$ cat src/rtl/pipe_pkg.sv
// Shared defaults, legal ranges and sizing helper for the register pipeline.
// Latency: none (declarations only).
// Backpressure: not applicable.
package pipe_pkg;

    localparam int WIDTH_DEF  = 8;
    localparam int WIDTH_MIN  = 1;
    localparam int WIDTH_MAX  = 64;
    localparam int STAGES_DEF = 3;
    localparam int STAGES_MIN = 1;
    localparam int STAGES_MAX = 16;

    // Bits needed to hold an occupancy value in 0..stages.
    function automatic int cnt_w(input int stages);
        return $clog2(stages + 1);
    endfunction

endpackage

$ cat src/rtl/pipe_chain_if.sv
// Valid/ready payload bundle used on both ends of the pipeline.
// Latency: none (wiring only).
// Backpressure: ready flows from slave to master, a beat moves when valid && ready.
interface pipe_chain_if
    import pipe_pkg::*;
#(
    parameter int WIDTH = WIDTH_DEF
) ();

    logic             valid;
    logic             ready;
    logic [WIDTH-1:0] data;

    modport master (output valid, output data, input  ready);
    modport slave  (input  valid, input  data, output ready);

endinterface

$ cat src/rtl/pipe_stage.sv
// One pipeline slot: data register, valid bit and the local ready term.
// Latency: 1 cycle from up_valid/up_data to valid/data.
// Backpressure: up_ready = !valid || dn_ready, purely combinational so a full chain streams without bubbles.
module pipe_stage
    import pipe_pkg::*;
#(
    parameter int WIDTH = WIDTH_DEF
) (
    input  logic             clk,
    input  logic             rst,
    input  logic             hold,
    input  logic             clear,
    input  logic             up_valid,
    input  logic [WIDTH-1:0] up_data,
    output logic             up_ready,
    input  logic             dn_ready,
    output logic             valid,
    output logic [WIDTH-1:0] data
);

    assign up_ready = !valid || dn_ready;

    // Slot update: clear drops the item but keeps the data, hold freezes everything.
    always_ff @(posedge clk or posedge rst) begin
        if (rst) begin
            valid <= 1'b0;
            data  <= '0;
        end else if (clear) begin
            valid <= 1'b0;
        end else if (!hold && up_ready) begin
            valid <= up_valid;
            if (up_valid) begin
                data <= up_data;
            end
        end
    end

endmodule

$ cat src/rtl/pipe_chain.sv
// Chain of STAGES valid/ready register slots with stall, flush and an occupancy count.
// Latency: STAGES edges from input accept to output take when downstream is ready.
// Backpressure: out_ready ripples combinationally to in_ready; stall and flush force in_ready and out_valid low.
module pipe_chain
    import pipe_pkg::*;
#(
    parameter  int WIDTH  = WIDTH_DEF,
    parameter  int STAGES = STAGES_DEF,
    localparam int CW     = cnt_w(STAGES)
) (
    input  logic              clk,
    input  logic              rst,
    pipe_chain_if.slave       in_if,
    pipe_chain_if.master      out_if,
    input  logic              stall,
    input  logic              flush,
    output logic [STAGES-1:0] stage_valid,
    output logic [CW-1:0]     count
);

    logic [WIDTH-1:0]  stg_data [STAGES];
    logic [STAGES-1:0] stg_vld;
    logic              rdy      [STAGES+1];
    logic              blocked;
    logic              src_vld;
    logic              acc;
    logic              take;

    // Flush wins over stall: a flush cycle clears valids even while stalled.
    assign blocked    = stall || flush;
    assign src_vld    = in_if.valid && !blocked && !rst;
    assign rdy[STAGES] = out_if.ready && !blocked;

    assign in_if.ready  = rdy[0] && !blocked && !rst;
    assign out_if.valid = stg_vld[STAGES-1] && !blocked;
    assign out_if.data  = stg_data[STAGES-1];
    assign stage_valid  = stg_vld;

    assign acc  = in_if.valid && in_if.ready;
    assign take = out_if.valid && out_if.ready;

    for (genvar k = 0; k < STAGES; k++) begin : g_stage
        logic             up_v;
        logic [WIDTH-1:0] up_d;

        if (k == 0) begin : g_head
            assign up_v = src_vld;
            assign up_d = in_if.data;
        end else begin : g_body
            assign up_v = stg_vld[k-1];
            assign up_d = stg_data[k-1];
        end

        pipe_stage #(.WIDTH(WIDTH)) u_stage (
            .clk      (clk),
            .rst      (rst),
            .hold     (stall),
            .clear    (flush),
            .up_valid (up_v),
            .up_data  (up_d),
            .up_ready (rdy[k]),
            .dn_ready (rdy[k+1]),
            .valid    (stg_vld[k]),
            .data     (stg_data[k])
        );
    end

    // Occupancy tracks accepts minus takes, so it lands on the same edge as the valid bits.
    always_ff @(posedge clk or posedge rst) begin
        if (rst) begin
            count <= '0;
        end else if (flush) begin
            count <= '0;
        end else if (acc && !take) begin
            count <= count + CW'(1);
        end else if (!acc && take) begin
            count <= count - CW'(1);
        end
    end

endmodule
$ cat src/flat_wrapper.sv
// flat-port wrapper written by rule: the top's interface ports become plain ports
module pipe_chain_flat import pipe_pkg::*;
#(
    parameter  int WIDTH  = WIDTH_DEF,
    parameter  int STAGES = STAGES_DEF,
    localparam int CW     = cnt_w(STAGES)
)
  (clk, rst, stall, flush, stage_valid, count, in_if_valid, in_if_data, in_if_ready, out_if_valid, out_if_data, out_if_ready);
  pipe_chain_if #(.WIDTH(WIDTH)) in_if_i ();
  pipe_chain_if #(.WIDTH(WIDTH)) out_if_i ();
  input  logic clk;
  input  logic rst;
  input  logic stall;
  input  logic flush;
  output logic [STAGES-1:0] stage_valid;
  output logic [CW-1:0] count;
  input wire logic [$bits(in_if_i.valid)-1:0] in_if_valid;
  input wire logic [$bits(in_if_i.data)-1:0] in_if_data;
  output wire logic [$bits(in_if_i.ready)-1:0] in_if_ready;
  output wire logic [$bits(out_if_i.valid)-1:0] out_if_valid;
  output wire logic [$bits(out_if_i.data)-1:0] out_if_data;
  input wire logic [$bits(out_if_i.ready)-1:0] out_if_ready;
  assign in_if_i.valid = in_if_valid;
  assign in_if_i.data = in_if_data;
  assign in_if_ready = in_if_i.ready;
  assign out_if_valid = out_if_i.valid;
  assign out_if_data = out_if_i.data;
  assign out_if_i.ready = out_if_ready;
  pipe_chain #(.WIDTH(WIDTH), .STAGES(STAGES)) u_core (.clk(clk), .rst(rst), .in_if(in_if_i), .out_if(out_if_i), .stall(stall), .flush(flush), .stage_valid(stage_valid), .count(count));
endmodule
$ cat config.mk
export PLATFORM = sky130hd
export DESIGN_NAME = pipe_chain_flat
export DESIGN_NICKNAME = d
export VERILOG_FILES = /design/src/rtl/pipe_pkg.sv /design/src/rtl/pipe_chain_if.sv /design/src/rtl/pipe_stage.sv /design/src/rtl/pipe_chain.sv /design/src/flat_wrapper.sv
export SDC_FILE = /design/constraint.sdc
export NUM_CORES = 1
export LEC_CHECK = 0
export ABC_AREA = 0
export ABC_CLOCK_PERIOD_IN_PS = 2500
export CORE_MARGIN = 2
export CORE_UTILIZATION = 41
export CTS_CLUSTER_DIAMETER = 30
export DETAILED_ROUTE_END_ITERATION = 10
export PLACE_DENSITY = 0.78
export RECOVER_POWER = 50
export SLEW_MARGIN = 20
export SYNTH_ARGS = -nofsm -noshare
export SYNTH_HDL_FRONTEND = slang
export SYNTH_SLANG_ARGS = --single-unit
$ cat constraint.sdc
create_clock -name clk -period 2.5 [get_ports clk]
set_clock_uncertainty 0.15 [all_clocks]
set_input_delay 0.5 -clock clk [delete_from_list [all_inputs] [get_ports clk]]
set_output_delay 0.5 -clock clk [all_outputs]
set_load 0.02 [all_outputs]
==> results.py <==
metrics = {
    "detailed_routing": {
        "vias": 824,
        "wl_per_cell_um": 14.8,
        "totalWireLength_mm": 2.38,
        "antenna_left": 0,
        "drc": 0,
        "viasPerCell": 5.12,
        "first_iter_violations": 18,
        "drtPass1Iterations": 4,
    },
    "placement": {
        "dp_cells": 153,
        "port_buffers": 28,
        "place_area_um2": 1610,
        "gp_congestion": 0.734,
        "dp_hpwl_mm": 1.72,
    },
    "timing": {
        "timing.slew.headroom_pct": 1.21,
        "tightestPinTransition_ns": 1.48,
        "fin_hold_ws_ns": 0.355,
        "rsz0062_at_grt": "false",
        "post-route-period-util_pct": 90.8,
        "final-setup-viol-count": 0,
        "max_freq_mhz": 441,
        "hold_viol": 0,
        "finalWorstPathRequiredPeriod_ns": 2.27,
        "slew_violations": 0,
    },
    "cts": {
        "cts_resized": 1,
        "holdBufCountCts": 0,
        "post_cts_buffers": 0,
        "clkLatencyLatePin_ns": 0.32,
        "cts_buffer_depth": 2,
        "clk_pin_slew_ns": 0.09,
        "numCtsBuffers": 5,
        "h-tree-depth": 2,
        "cts.sinks": 29,
        "cts-root-buf": "clkbuf_4",
        "cts_tree": "done",
    },
    "grt": {
        "antenna_found_initial": 0,
        "grt_pass1_wl_mm": 3.95,
        "grt_usage_pct": 16.0,
        "grt_max_degree": 30,
        "overflow": 0,
        "grt_pass1_vias": 898,
    },
    "hold_path": {
        "hold_depth": 1,
        "min_path_type": "reg2reg",
    },
    "floorplanning": {
        "dieArea_um2": 3590,
        "coreArea_um2": 3000,
        "initial_core_util_pct": 42.7,
        "rows": 20,
        "die_x_um": 60.0,
        "die_h_um": 60.0,
        "ios": 29,
    },
    "final_layout": {
        "antenna_cells": 0,
        "layout_commonest_cell": "dfrtp_1",
        "final_cell_mix": "29 x dfrtp_1, 26 x clkdlybuf4s50_1, 19 x mux2_2",
        "final.fill_count": 267,
        "instances_no_fill": 161,
        "drive_above_1_share_pct": 31.3,
        "nNetsFinal": 141,
        "synthToLayoutAreaGrowth_pct": 31.5,
        "post-route-util_pct": 56.2,
        "postLayoutCellArea_um2": 1690,
    },
    "synth": {
        "netlist_instances": 90,
        "seq_area_frac_synth_pct": 56.5,
        "synth_area_um2": 1280,
        "ys_warn_count": 0,
        "synth_fp_nets": 104,
        "synth-seq-cells": 29,
        "syn_avg_cell_area_um2": 14.3,
        "synth_cell_type_count": 27,
    },
    "worst_setup_path": {
        "worstSetupStartpointType": "input pin",
        "r2r_cells": 3,
        "critPathMaxFanout": 2,
        "critPathRequiredTime_ns": 1.85,
        "criticalPathCategory": "in2out",
        "cp.arrival_ns": 1.62,
        "endpoint_kind": "primary output",
    },
    "power": {
        "p_leak_nw": 0.794,
        "report.power.total_mw": 1.15,
        "peakVddDrop_uv": 275,
        "power_density_nw_per_um2": 683,
    },
    "run": {
        "drv_cap": 0,
    },
    "status": {
        "status": "finished clean",
    },
}
[logic make-up (layout without fill, tap and decap cells)]
group	count (synthesis)	in the layout	synth area share (%)
compound gates	10	10	4.39
xor+xnor	2	2	1.36
buf+inv	7	45	4.09
flops	29	29	56.5
mux	25	25	23.7
simple gates	17	17	9.94
[metal layers]
| layer | track usage [%] | share of wire (%) | vias up |
|---|---|---|---|
| met2 | 26.1 | 54 | 21 |
| met3 | 6.49 | 3.7 | 5 |
| met1 | 17.9 | 41 | 410 |
| met4 | 7.94 | 2.2 | 0 |
| li1 | - | - | 388 |
| met5 | 0 | 0 | - |
[final timing paths]
kind / from / slack [ns] / end
min reg2reg: u_core.g_stage[1].u_stage.data[4] / 0.36 / u_core.g_stage[2].u_stage.data[4]
max in group asynchronous: rst / 0.46 / u_core.count[1]
min: u_core.g_stage[1].u_stage.data[4] / 0.36 / u_core.g_stage[2].u_stage.data[4]
min in group asynchronous: rst / 0.88 / u_core.g_stage[2].u_stage.data[5]
max: out_if_ready / 0.23 / in_if_ready
max reg2reg: u_core.g_stage[2].u_stage.valid / 0.73 / u_core.g_stage[2].u_stage.data[3]
[layout make-up]
cell class / count / area, µm² / area share [%]
Inverter: 2 / 7.51 / 0.445
Clock inverter: 1 / 30.0 / 1.78
Clock buffer: 7 / 55.1 / 3.26
Sequential cell: 29 / 726 / 43.0
Timing Repair Buffer: 35 / 327 / 19.3
Tap cell: 33 / 41.3 / 2.45
Multi-Input combinational cell: 54 / 502 / 29.7
[Yosys cell counts, drive strengths merged]
| library cell | instances | area [µm²] |
|---|---|---|
| nand4 | 1 | 6.26 |
| o21a | 1 | 7.51 |
| and2 | 1 | 6.26 |
| and3 | 1 | 6.26 |
| nand2b | 3 | 18.8 |
| inv | 2 | 7.51 |
| o21ai | 4 | 20.0 |
| xor2 | 1 | 8.76 |
| xnor2 | 1 | 8.76 |
| a21oi | 3 | 15.0 |
| a22oi | 1 | 7.51 |
| mux2 | 25 | 304 |
| nand2 | 2 | 10.0 |
| nand3 | 1 | 10.0 |
| o22ai | 1 | 6.26 |
| nand3b | 2 | 18.8 |
| nand4b | 1 | 8.76 |
| nor4b | 1 | 23.8 |
| buf | 5 | 45.0 |
| nor2 | 2 | 7.51 |
| nor3 | 1 | 5.00 |
| nor2b | 1 | 6.26 |
| dfrtp | 29 | 726 |
[critical path: stages]
cell and delay (ns):
clkdlybuf4s50_1 0.41, nand4b_1 0.20, and3_1 0.20, dlygate4sd2_1 0.31
[through the flow]
| step | setup TNS (ns) | setup WS (ns) |
|---|---|---|
| final | 0 | 0.230 |
| after global routing | 0 | 0.130 |
| after CTS | 0 | 0.00288 |
| after detailed placement | -0.0197 | -0.0197 |
| after global placement | -0.0141 | -0.0141 |
| after floorplan | 0 | 0.339 |
[registers in the layout, summed over array words and instances, names as in the netlist]
signal and count:
u_core.count 2, u_core.g_stage.u_stage.valid 3, u_core.g_stage.u_stage.data 24
[where the power goes]
group | internal [mW] | switching, mW | total (mW)
registers | 0.545 | 0.0382 | 0.583
logic | 0.115 | 0.0630 | 0.178
clock network | 0.239 | 0.152 | 0.391
Note: power is estimated with default switching activity, not from simulation.
